<file path="config.mk">
export PLATFORM = sky130hd
export DESIGN_NAME = ch1_sweep
export DESIGN_NICKNAME = d
export VERILOG_FILES = /design/src/rtl/ch1_sweep.sv
export SDC_FILE = /design/constraint.sdc
export NUM_CORES = 1
export LEC_CHECK = 0
export CAP_MARGIN = 10
export CORE_ASPECT_RATIO = 1.75
export CORE_MARGIN = 3
export CORE_UTILIZATION = 54
export DETAILED_ROUTE_END_ITERATION = 10
export GPL_TIMING_DRIVEN = 0
export HOLD_SLACK_MARGIN = 0.02
export MAX_ROUTING_LAYER = met4
export PLACE_DENSITY_LB_ADDON = 0.3
export SETUP_SLACK_MARGIN = 0.1
export SYNTH_ARGS = -nofsm -noshare
export SYNTH_HDL_FRONTEND = slang
export SYNTH_SLANG_ARGS = --single-unit
export TNS_END_PERCENT = 20
</file>
<file path="constraint.sdc">
create_clock -name clk -period 8.7 [get_ports clk]
set_clock_uncertainty 0.05 [all_clocks]
set_input_delay 1.305 -clock clk [delete_from_list [all_inputs] [get_ports clk]]
set_output_delay 1.305 -clock clk [all_outputs]
set_load 0.02 [all_outputs]
</file>
<file path="src/rtl/ch1_sweep.sv">
// ch1_sweep: channel-1 frequency sweep unit (NR10/NR13/NR14 registers and the 128 Hz sweep sequencer).
// Optional feature macro CH1_SWEEP_NEG_QUIRK_EN: leaving negate mode after a negate calculation disables the channel.
module ch1_sweep (
    input  logic        clk,
    input  logic        reset,
    input  logic        apu_wr,
    input  logic        ff10,
    input  logic        ff13,
    input  logic        ff14,
    input  logic [7:0]  d,
    input  logic        sweep_tick,
    output logic [10:0] freq,
    output logic [7:0]  nr10_q,
    output logic        ch1_off,
    output logic        busy
);

    typedef enum logic [1:0] {
        S_IDLE  = 2'd0,
        S_CALC  = 2'd1,
        S_WRITE = 2'd2,
        S_CHECK = 2'd3
    } state_t;

    // Bit 11 of the result flags overflow; a subtraction can never go below zero.
    function automatic logic [11:0] sweep_calc(
        input logic [10:0] shadow,
        input logic [2:0]  shift,
        input logic        negate
    );
        logic [11:0] base;
        logic [11:0] delta;
        base  = {1'b0, shadow};
        delta = {1'b0, shadow >> shift};
        sweep_calc = negate ? (base - delta) : (base + delta);
    endfunction

    state_t      state_r, state_s;
    logic [2:0]  period_r, period_s;
    logic        negate_r, negate_s;
    logic [2:0]  shift_r, shift_s;
    logic [10:0] freq_r, freq_s;
    logic [10:0] shadow_r, shadow_s;
    logic [10:0] new_r, new_s;
    logic [3:0]  timer_r, timer_s;
    logic        en_r, en_s;
    logic        off_r, off_s;
    logic        busy_r;
`ifdef CH1_SWEEP_NEG_QUIRK_EN
    logic        neg_used_r, neg_used_s;
`endif

    logic        wr10_s, wr13_s, wr14_s, trigger_s;
    logic [11:0] calc_s;
    logic [3:0]  reload_s;

    assign wr10_s    = apu_wr & ff10;
    assign wr13_s    = apu_wr & ff13;
    assign wr14_s    = apu_wr & ff14;
    assign trigger_s = wr14_s & d[7];
    assign calc_s    = sweep_calc(shadow_r, shift_r, negate_r);
    assign reload_s  = (period_r == 3'd0) ? 4'd8 : {1'b0, period_r};

    // Next-state and datapath: CPU writes first, a trigger overrides the sequencer.
    always_comb begin
        state_s  = state_r;
        period_s = wr10_s ? d[6:4] : period_r;
        negate_s = wr10_s ? d[3]   : negate_r;
        shift_s  = wr10_s ? d[2:0] : shift_r;
        freq_s   = {(wr14_s ? d[2:0] : freq_r[10:8]), (wr13_s ? d : freq_r[7:0])};
        shadow_s = shadow_r;
        new_s    = new_r;
        timer_s  = timer_r;
        en_s     = en_r;
`ifdef CH1_SWEEP_NEG_QUIRK_EN
        neg_used_s = neg_used_r;
        off_s      = off_r | (wr10_s & ~d[3] & neg_used_r);
`else
        off_s      = off_r;
`endif
        if (trigger_s) begin
            shadow_s = freq_s;
            timer_s  = reload_s;
            en_s     = (period_r != 3'd0) || (shift_r != 3'd0);
            off_s    = 1'b0;
`ifdef CH1_SWEEP_NEG_QUIRK_EN
            neg_used_s = 1'b0;
`endif
            state_s  = (shift_r != 3'd0) ? S_CHECK : S_IDLE;
        end else begin
            case (state_r)
                S_IDLE: begin
                    if (sweep_tick) begin
                        if (timer_r <= 4'd1) begin
                            timer_s = reload_s;
                            state_s = (en_r && (period_r != 3'd0) && !off_r) ? S_CALC : S_IDLE;
                        end else begin
                            timer_s = timer_r - 4'd1;
                        end
                    end else begin
                        timer_s = timer_r;
                    end
                end
                S_CALC: begin
`ifdef CH1_SWEEP_NEG_QUIRK_EN
                    neg_used_s = neg_used_r | negate_r;
`endif
                    if (calc_s[11]) begin
                        off_s   = 1'b1;
                        state_s = S_IDLE;
                    end else begin
                        new_s   = calc_s[10:0];
                        state_s = (shift_r != 3'd0) ? S_WRITE : S_IDLE;
                    end
                end
                S_WRITE: begin
                    // CPU data wins for the bits it writes this clock; shadow always takes the sweep result.
                    shadow_s = new_r;
                    freq_s   = {(wr14_s ? d[2:0] : new_r[10:8]), (wr13_s ? d : new_r[7:0])};
                    state_s  = S_CHECK;
                end
                S_CHECK: begin
                    off_s   = off_s | calc_s[11];
                    state_s = S_IDLE;
                end
                default: begin
                    state_s = S_IDLE;
                end
            endcase
        end
    end

    // State and datapath registers with synchronous reset.
    always_ff @(posedge clk) begin
        if (reset) begin
            state_r  <= S_IDLE;
            period_r <= 3'd0;
            negate_r <= 1'b0;
            shift_r  <= 3'd0;
            freq_r   <= 11'd0;
            shadow_r <= 11'd0;
            new_r    <= 11'd0;
            timer_r  <= 4'd0;
            en_r     <= 1'b0;
            off_r    <= 1'b0;
            busy_r   <= 1'b0;
        end else begin
            state_r  <= state_s;
            period_r <= period_s;
            negate_r <= negate_s;
            shift_r  <= shift_s;
            freq_r   <= freq_s;
            shadow_r <= shadow_s;
            new_r    <= new_s;
            timer_r  <= timer_s;
            en_r     <= en_s;
            off_r    <= off_s;
            busy_r   <= (state_s != S_IDLE);
        end
    end

`ifdef CH1_SWEEP_NEG_QUIRK_EN
    // Remembers that a negate-mode calculation ran since the last trigger.
    always_ff @(posedge clk) begin
        if (reset) begin
            neg_used_r <= 1'b0;
        end else begin
            neg_used_r <= neg_used_s;
        end
    end
`endif

    assign freq    = freq_r;
    assign nr10_q  = {1'b1, period_r, negate_r, shift_r};
    assign ch1_off = off_r;
    assign busy    = busy_r;

endmodule

</file>
Word-level counts from Yosys, hierarchy flattened
Cells that the tools add are included.
{ "classes": {"n_bitwise": 7, "div": 0, "mul": 0, "n_lt_le_gt_ge": 1, "shift": 1, "n_reduce_logical": 17, "n_addsub": 3, "n_eq_ne": 4, "n_mux": 24} }
{ "op_table": {"columns": ["cell", "count"], "rows": [
  ["two-way mux 11 bit", 4],
  ["two-way mux 4 bit", 5],
  ["two-way mux 8 bit", 2],
  ["adder 11 x 11 -> 12 bit", 1],
  ["two-way mux 12 bit", 1],
  ["two-way mux 2 bit", 6],
  ["subtractor 11 x 11 -> 12 bit", 1],
  [">> shifter 11 x 3 -> 11 bit", 1],
  ["nonzero test 2 bit", 5],
  ["case mux 2 bit (4 select lines)", 1],
  ["two-way mux 3 bit", 2],
  ["nonzero test 3 bit", 2],
  ["bitwise AND 1 bit", 4],
  ["equality test 2 bit (second input constant)", 2],
  ["<= comparator 4 x 1 -> 1 bit (second input constant)", 1],
  ["AND reduction 2 bit", 2],
  ["subtractor 4 x 1 -> 4 bit (second input constant)", 1],
  ["logical NOT 3 bit", 1],
  ["AND reduction 3 bit", 1],
  ["equality test 2 x 1 -> 1 bit (second input constant)", 1],
  ["logical AND 1 bit", 2],
  ["logical NOT 2 bit", 1],
  ["two-way mux 1 bit", 2],
  ["inequality test 2 bit (second input constant)", 1],
  ["6 further kinds", 7]
]} }
{ "totals": {"ff_bits": 49, "mem_count": 0, "rom_bits": 0, "latch_bits": 0, "ram_bits": 0, "wordCells": 68} }

Logic depth before layout (Yosys ltp)
{ "depth": {"depth_word": 9, "depth_mapped": 17, "ltp_nobuf": 16} }

Least setup slack after synthesis
No wires, ideal clock.
{ "synth_path": {"kind": "reg-to-reg", "from": "register shift_r[0]", "to": "register new_r[3]", "setup_ns": 0.121, "synth_period_minus_slack_ns": 4.202, "t_arrival_ns": 4.031, "setup_slack_ns": 4.498, "required_ns": 8.529, "path_stages_with_launch": 18, "path_buffers": 2, "path_cell_list": "dfxtp_1 buf_6 buf_12 mux4_2 nand2_1 and2_1 ha_1 and2_1 a21oi_1 xor2_1 ha_1 a2111o_1 o2111ai_1 o21bai_1 a31oi_1 and2_2 mux2i_4 mux2_4"} }
{ "synth_via": {"elab_chain_len": 5} }
{ "synth_lines": {"columns": ["element", "line", "rtl"], "rows": [
  ["start: declaration", "41", "logic [2:0] shift_r, shift_s;"],
  ["start signal: assignment", "151", "shift_r <= shift_s;"],
  [">> shifter 11 x 3 -> 11 bit (*)", "34", "delta = {1'b0, shadow >> shift};"],
  ["adder 11 x 11 -> 12 bit or subtractor 11 x 11 -> 12 bit (tied branches)", "35", "sweep_calc = negate ? (base - delta) : (base + delta);"],
  ["two-way mux 12 bit (*)", "35", null],
  ["NOT 1 bit (no line)", null, null],
  ["AND reduction 3 bit (no line)", null, null],
  ["end signal: assignment", "154", "new_r <= new_s;"],
  ["end: declaration", "44", "logic [10:0] new_r, new_s;"]
]} }
Every way passes the cells marked *; elsewhere a longest branch is shown, timed or not.
A chain may end at the register's enable or synchronous reset.

Worst setup path in the final report
Same ends and word-level chain as after synthesis.

==> results.txt <==
status: completed
Async S/R FF share, synth: 0%
R2R Setup Slk: 4200 ps
number of enable flip-flop cells after synthesis: 0
Slew HR: 40.0%
RSZ-0062 raised after global routing: false
Core ar.: 6320 sq um
H-tree depth: 2
layout cells sized above 1: 9.22%
PortBufs: 32
antenna-violating nets left: 0
post-layout util: 64.6%
crit path time final: 4500 ps
post-placement cell count: 560
Mapped Cells: 448
total setup buffers inserted after CTS: 0
syn_nets: 478
ANT cells: 0
pin count of the biggest net entering global routing: 16
antenna violations before repair: 0
CTS Buf Count: 5
placed cell area: 4000 sq um
HPWL Detailed: 7.97 mm
Fillers: 568
CTS tree: yes
gr usage total: 29.5%
grt ovf: 0
Clock Tree Buf Depth: 2
max-slew violation count: 0
CTS sink cnt: 49
commonest non-fill, non-tap cell in the layout: nand2_1
Die H: 114 um
full die area: 7680 sq um
max_cap viols: 0
Critical Path RT: 8840 ps
synthesized area per cell: 7.99 sq um
via count: 3535
CP endpoint kind: register
most frequent cells in the layout: 74 x nand2_1, 49 x dfxtp_1, 33 x nor2_1
total wire length: 10.2 mm
initial core utilization: 56.6%
IO Pins: 36
first drt pass iteration count: 4
Critical Path Start: shift_r[0]
Iter 0 DRT Violations: 284
final setup vio count: 0
hold crit path type: register to register
Placer Congestion: 0.941
Reg2Reg Depth: 17
Seq/Total Area, Yosys: 27.4%
Std-Cell Rows: 38
Die W: 67.5 um
setup TNS after final layout: 0 ps
clock slew at reported path FFs: 90 ps
P per Cell Area: 164 nW/um^2
CP Class: register to register
DRC Markers: 0
Post-CTS Hold Buffers: 0
Tcrit/Tclk final: 51.8%
distinct cell type count after synthesis: 63
crit path max fanout: 10
WP data arrival: 4650 ps
YS warnings: 0
Leakage: 1.55 nW
Worst Max-Slew Pin Slew: 893 ps
DP Worst Slack: 4230 ps
Max IR drop VDD: 152 uV
synthesized cell area: 3580 sq um
Seq cells post-synth: 49
Nets: 517
Critical Path End: new_r[3]
number of global-route vias before repair: 3549
global-route wire length before repair: 16.9 mm
top_reg_cell synth: dfxtp_1
Finished Layout Cells: 568
Area Overhead vs Synth: 14.2%
vias per std cell: 6.22
R2R Path End: new_r[3]
f_max: 222 MHz
root buffer cell: clkbuf_8
routed length per instance: 17.9 um
CTS resizes: 0
Final Instance Area: 4090 sq um
Final WS setup: 4200 ps
clock latency on the worst-skew pair: 310 ps
Fin. Hold Viols: 0
Startpoint Class: register
RR Startpoint: shift_r[0]
synthesized netlist by cell type, drive strengths merged, types with 4 or more instances:
cell | instances | area [sq um]
mux4 | 4 | 90.1
a31oi | 12 | 90.1
nand2 | 75 | 284
o21ai | 21 | 105
mux2i | 18 | 193
nor2 | 34 | 130
nand3 | 21 | 105
and2 | 5 | 33.8
o211ai | 4 | 35.0
a211oi | 9 | 67.6
xor2 | 8 | 70.1
a21oi | 31 | 155
inv | 11 | 41.3
o21a | 10 | 82.6
buf | 10 | 97.6
mux2 | 8 | 101
ha | 14 | 175
a311oi | 16 | 140
nor3 | 12 | 65.1
and3 | 11 | 68.8
clkbuf | 19 | 91.3
nor3b | 6 | 45.0
dfxtp | 49 | 981
worst max-delay path, stage by stage (launching register included):
cell and delay (ps):
dfxtp_1 350, buf_6 170, buf_12 150, mux4_2 540, nand2_1 90, and2_1 160
ha_1 170, and2_1 180, a21oi_1 100, xor2_1 170, ha_1 340, a2111o_1 370
o2111ai_1 100, o21bai_1 170, a31oi_1 250, and2_2 300, mux2i_4 380, mux2_4 340
registers in the layout (all words and copies together), names as in the netlist, 2 cells and up:
register and count:
new_r 11, period_r 3, shadow_r 11, state_r 2, timer_r 4, freq 11
shift_r 3
layer usage:
metal  track usage [%]  vias up  share of wire (%)
li1                  -     1709                  -
met1              31.1     1643                 37
met2              50.9      141                 53
met3              3.55       42                4.0
met4              16.8        0                5.9
met5                 -        -                  0
through the flow:
stage               hold slack, ps  total power, mW
finish                         430            0.669
global route                   458            0.713
CTS                            428            0.670
detailed placement             415            0.538
global placement               409            0.530
floorplan                      388            0.469
cell type report:
type,count,area (sq um),share of cell area [%]
inverter,12,45.0,1.10
tap,80,100,2.45
buffer,29,189,4.62
multi-input combinational,358,2360,57.9
timing repair buffer,32,320,7.84
sequential,49,981,24.0
clock buffer,5,68.8,1.68
clock inverter,3,17.5,0.429
kinds of logic after synthesis:
logic type	count (synthesis)	synth area share, %
mux	30	10.7
buf+inv	41	6.54
compound gates	124	23.9
flops	49	27.4
xor+xnor	11	2.69
simple gates	177	23.1
fa+ha+maj	15	5.45
other cells	1	0.105
worst min-delay path by stage:
stage	from	endpoint	depth (start not counted)
after floorplan	new_r[8]	new_r[8]	2
after global placement	new_r[10]	new_r[10]	2
after detailed placement	timer_r[1]	timer_r[1]	2
after CTS	timer_r[1]	timer_r[1]	2
after global routing	new_r[10]	new_r[10]	2
final	new_r[10]	new_r[10]	2
where the power goes:
part | switching (mW) | internal (mW) | leakage (nW)
logic | 0.157 | 0.123 | 1.11
registers | 0.0174 | 0.239 | 0.400
clock network | 0.0768 | 0.0556 | 0.0439
(Power assumes the default switching activity.)
==> patch 1 (config.mk and constraints unchanged) <==
Encoding of `state_t`: now one-hot (4 bits for 4 states).
--- a/src/rtl/ch1_sweep.sv
+++ b/src/rtl/ch1_sweep.sv
@@ -17,7 +17,7 @@
 
-    typedef enum logic [1:0] {
-        S_IDLE  = 2'd0,
-        S_CALC  = 2'd1,
-        S_WRITE = 2'd2,
-        S_CHECK = 2'd3
+    typedef enum logic [3:0] {
+        S_IDLE  = 4'b0001,
+        S_CALC  = 4'b0010,
+        S_WRITE = 4'b0100,
+        S_CHECK = 4'b1000
     } state_t;
Check against the original RTL: same outputs for any inputs over 4 cycles, from zero or initial values and one cycle with reset high; so few cycles prove little.
==> patch 1 against the original RTL <==
Non-clock buffer count shrank 2. Via count shrank 3.1%. Sequential share of layout area grew 1.6 points. Largest power group is now sequential cells. Area after synthesis shrank 3.7%. Largest cell class unchanged. Worst setup slack lost 500 ps. Final area shrank 2.5%. Clock power grew 30%. Fmax shrank 10%. Wire length shrank 1.6%. Sequential cell count grew 2. Critical endpoint is now new_r[5]. Power grew 0.40%.
==> patch 1: results (changes against the original RTL) <==
stage	metric	value	unit	change
power_and_ir_drop	p_switching	231	uW	-7.8%
power_and_ir_drop	power.leakage	1.45	nW	-6.4%
clock_tree	ctsResizeCount	0		unchanged
yosys	synth_cell_types	52		-17%
clock_tree	clock_path_buffers	2		unchanged
detailed_routing	final_antenna_net_count	0		unchanged
hold_path	hold_class	reg2reg		
clock_tree	cts.htree.levels	2		unchanged
placed_design	place_congestion	0.964		+2.5%
clock_tree	clock_latency	320	ps	
detailed_routing	dr.pass1.iters	5		+1
grt	grt_pass1_wl	16.7	mm	-1.2%
clock_tree	post_cts_buffers	0		unchanged
yosys	async_reset_ff_frac	0		unchanged
yosys	yosysSeqAreaShare	0.296		+0.0222
detailed_routing	drt_wl_total	10.0	mm	-1.6%
finish	drive_gt1_frac	0.0650		-0.0272
placed_design	port_buffers	32		unchanged
detailed_routing	first_iter_violations	186		-35%
power_and_ir_drop	peakVddDrop	0.000201	V	+32%
finish	fin_nets	506		-2.1%
clock_tree	cts.reportedPaths.clkPinSlew	90	ps	about the same
yosys	synth_commonest_cells	nand2_1 (62), nor2_1 (56), dfxtp_1 (51)		
clock_tree	cts_buffers	5		unchanged
yosys	yosys-top-cells-area	dfxtp_1 (30%), nand2_1 (6.8%), nor2_1 (6.1%), a311oi_1 (6.1%), ha_1 (5.1%)		
detailed_routing	viasPerCell	6.17		-0.81%
worst_setup_path	path_max_fanout	10		unchanged
grt	grtUsageTotal	0.297		+0.00232
outcome	outcome	finished clean		
grt	antenna_found_initial	0		unchanged
grt	grt_max_degree	16		unchanged
yosys	syn-num-nets	467		-2.3%
worst_setup_path	cp.arrival	5150	ps	+500 ps
timing	worst_pin_slew	644	ps	-249 ps
yosys	yosysWarnings	0		unchanged
grt	grt_pass1_vias	3525		-0.68%
yosys	synth_flop_cell	dfxtp_1		
placed_design	dpl_worst_slack	3820	ps	-411 ps
clock_tree	cts_root_buf	clkbuf_8		
finish	antenna_cells	0		unchanged
placed_design	dp_hpwl	7.87	mm	-1.2%
## patch 1: cell count changes after synthesis, moves of 3 or more
cell / before / now
nor2b_1: 3 / 8
o21ai_0: 20 / 11
xnor2_1: 3 / 11
a311oi_1: 16 / 24
a31oi_1: 11 / 3
nor2_1: 33 / 56
nor3b_1: 6 / 3
o221ai_2: 0 / 3
nand2_1: 74 / 62
o21a_1: 9 / 6
## patch 1: power by group through the flow
stage | Clock, mW | Combinational, mW | Sequential [mW]
after global placement | 0 | 0.230 | 0.264
after global routing | 0.182 | 0.268 | 0.261
after floorplan | 0 | 0.173 | 0.266
after detailed placement | 0 | 0.235 | 0.264
final | 0.172 | 0.241 | 0.260
after CTS | 0.174 | 0.237 | 0.259
## patch 1: kinds of logic after synthesis
family,count (synthesis),share of synthesized area
adder cells (fa/ha/maj),15,0.0566
AO/OA/AOI/OAI,108,0.224
flip-flops,51,0.296
other,1,0.00109
AND/OR/NAND/NOR,186,0.249
multiplexers,21,0.0784
buffers and inverters,37,0.0490
XOR/XNOR,18,0.0457
## patch 1: through the flow
step	hold slack [ps]	instances	utilization	power (mW)	instance area, um^2
after global placement	426	547	0.642	0.494	3860
after floorplan	410	437	-	0.439	3450
after CTS	448	555	0.662	0.671	3980
final	449	555	0.662	0.672	3980
after global routing	475	555	0.662	0.712	3980
after detailed placement	429	547	0.642	0.500	3860
## patch 1: critical path: stages, from the launching register on
cell and delay (ps):
dfxtp_1 510, buf_6 210, mux4_2 530, a21o_1 260, inv_1 100, ha_1 170, inv_1 50, nor3_1 470
a21oi_1 160, xor2_1 210, ha_1 370, a2111o_1 430, o2111ai_1 250, a21oi_1 150, nor3b_1 230, mux2_4 240
buf_6 180, mux2i_1 240, nor2_1 60
## patch 1: worst paths after layout
kind / to / depth (start not counted) / slack (ps) / start
setup reg to reg: new_r[5] / 18 / 3700 / shift_r[0]
hold / removal: freq[8] / 2 / 450 / freq[8]
hold reg to reg: freq[8] / 2 / 450 / freq[8]
setup / recovery: new_r[5] / 18 / 3700 / shift_r[0]
## patch 1: cell type report
| class | instances | area (um^2) |
|---|---|---|
| plain buffers | 27 | 131 |
| clock buffers | 6 | 82.6 |
| clock inverters | 2 | 35.0 |
| fillers | 545 | 2040 |
| inverters | 10 | 37.5 |
| multi-input cells | 349 | 2260 |
| flip-flops and latches | 51 | 1020 |
| well taps | 78 | 97.6 |
| repair buffers | 32 | 320 |
## patch 1: layer usage
layer / vias up / GRT usage / wire, um
li1: 1662 / - / -
met1: 1618 / 0.309 / 3790
met2: 114 / 0.520 / 5310
met3: 32 / 0.0394 / 432
met4: 0 / 0.161 / 489
met5: - / - / 0
==> patch 2 (same settings) <==
Without the edit above. The option `CH1_SWEEP_NEG_QUIRK_EN` is turned on by a define.
--- a/src/rtl/ch1_sweep.sv
+++ b/src/rtl/ch1_sweep.sv
@@ -2,2 +2,4 @@
 // Optional feature macro CH1_SWEEP_NEG_QUIRK_EN: leaving negate mode after a negate calculation disables the channel.
+`define CH1_SWEEP_NEG_QUIRK_EN
+
 module ch1_sweep (
Formal check against the unedited RTL: not equivalent (Yosys sat finds a counterexample within 10 cycles, from zero or initial values and one cycle with reset high).
==> patch 2 against the original RTL <==
Area after synthesis is 1.1% lower. Die area is 1.0% lower. Synthesized cell count is 1.6% higher. Cell count is 1.2% higher. Fmax is 15% lower. Final area is 0.40% higher. Power is 13% higher. Wire length is 0.55% lower. Sequential cell count is 1 higher. Count of clock-buffer cells in the layout is 1 higher. Worst setup slack worse by 790 ps. Worst hold slack worse by 8.1 ps.
==> patch 2: results (changes against the original RTL) <==
stage	metric	value	unit	change
grt	grt_pass1_wl	16.7	mm	-1.7%
finish	n_fill_cell	564		-0.70%
grt	grtUsageTotal	0.292		-0.00221
yosys	async_reset_ff_frac	0		unchanged
yosys	yosysWarnings	0		unchanged
timing	whs	422	ps	-8.09 ps
detailed_routing	vias	3492		-1.2%
hold_path	hold_start	new_r[8]		
detailed_routing	first_iter_violations	201		-29%
detailed_routing	routedWlPerCell	17.6	um	-1.8%
placed_design	place_congestion	1.02		+8.7%
worst_setup_path	rrSetupSlack	3400	ps	-790 ps
finish	fin_nets	524		+1.4%
clock_tree	post_cts_buffers	0		unchanged
yosys	yosys-top-cells-area	dfxtp_1 (28%), nand2_1 (7.8%), mux2i_1 (6.5%), ha_1 (4.9%), a311oi_1 (4.2%)		
clock_tree	cts_buffers	5		unchanged
outcome	outcome	finished clean		
clock_tree	cts_root_buf	clkbuf_8		
placed_design	place_area	0.00396	mm^2	-1.0%
power_and_ir_drop	peakVddDrop	0.000148	V	-2.8%
power_and_ir_drop	power.leakage	1.50	nW	-3.5%
worst_setup_path	cp.arrival	5440	ps	+790 ps
worst_setup_path	path_max_fanout	10		unchanged
placed_design	dp_hpwl	8.02	mm	+0.69%
clock_tree	clock_path_buffers	2		unchanged
grt	antenna_found_initial	0		unchanged
finish	drive_gt1_frac	0.0586		-0.0336
worst_setup_path	startpoint	shift_r[2]		
timing	worst_pin_slew	1150	ps	+254 ps
yosys	yosysSeqAreaShare	0.283		+0.00876
finish	antenna_cells	0		unchanged
worst_setup_path	cp-endpoint	new_r[6]		
yosys	syn-num-nets	485		+1.5%
grt	grt_max_degree	16		unchanged
clock_tree	cts.reportedPaths.clkPinSlew	100	ps	
yosys	synth_cell_types	57		-9.5%
yosys	synth_commonest_cells	nand2_1 (74), dfxtp_1 (50), nor2_1 (34)		
-- patch 2: changes by cell type after synthesis, sizes merged, moves of 3 or more --
| cell | before | now |
|---|---|---|
| o21a | 10 | 2 |
| o211ai | 4 | 0 |
| mux2i | 18 | 23 |
| mux2 | 8 | 4 |
| or3 | 0 | 4 |
| nand2b | 1 | 4 |
| nor2b | 3 | 7 |
| xnor2 | 3 | 9 |
| xor2 | 8 | 5 |
| a211oi | 9 | 13 |
-- patch 2: how the worst min path moves through the flow --
stage and end:
6_report new_r[8], 5_1_grt new_r[8], 4_1_cts new_r[8], 3_5_place_dp new_r[8]
3_3_place_gp neg_used_r, 2_1_floorplan neg_used_r
-- patch 2: critical path, stage by stage, from the launching register on --
cell and delay [ps]:
dfxtp_1 390, clkbuf_1 370, clkbuf_1 370, o221ai_1 210, o31ai_1 120, and2_1 350, and2_1 300, nor2_1 80
xnor2_1 150, ha_1 330, nand2_1 110, nor3_1 50, a21o_1 240, o41ai_1 1000, and4bb_4 340, nor3_2 190
buf_6 190, mux2_4 310
-- patch 2: cell type report --
cell class,count,area share
flip-flops and latches,50,0.244
well taps,80,0.0244
plain buffers,29,0.0342
clock buffers,6,0.0201
inverters,12,0.0110
clock inverters,2,0.0146
repair buffers,32,0.0781
multi-input cells,364,0.574
-- patch 2: kinds of logic (layout without fill, tap and decap cells) --
family                   Yosys count  count (layout)  synth area share
AND/OR/NAND/NOR                  187             187             0.253
AO/OA/AOI/OAI                    118             118             0.228
flip-flops                        50              50             0.283
buffers and inverters             41              81            0.0523
multiplexers                      29              29            0.0926
adder cells (fa/ha/maj)           15              15            0.0551
XOR/XNOR                          14              14            0.0346
other                              1               1           0.00106
-- patch 2: report_power, final --
group          leakage, nW  switching, mW  internal, mW
logic                 1.02          0.163         0.124
registers            0.409         0.0196         0.247
clock network       0.0714         0.0796         0.123
-- patch 2: per-stage QoR --
| stage | setup WS (ps) | cells | total power, mW | util |
|---|---|---|---|---|
| floorplan | 4460 | 455 | 0.483 | - |
| global placement | 3610 | 567 | 0.544 | 0.631 |
| detailed placement | 3590 | 567 | 0.552 | 0.631 |
| CTS | 3530 | 575 | 0.755 | 0.654 |
| global route | 3110 | 575 | 0.797 | 0.654 |
| finish | 3400 | 575 | 0.755 | 0.654 |
-- patch 2: routing by layer --
metal	track usage	vias to the layer above	routed length [um]
li1	-	1735	-
met1	0.308	1640	3920
met2	0.496	88	5310
met3	0.0397	29	323
met4	0.184	0	583
met5	-	-	0
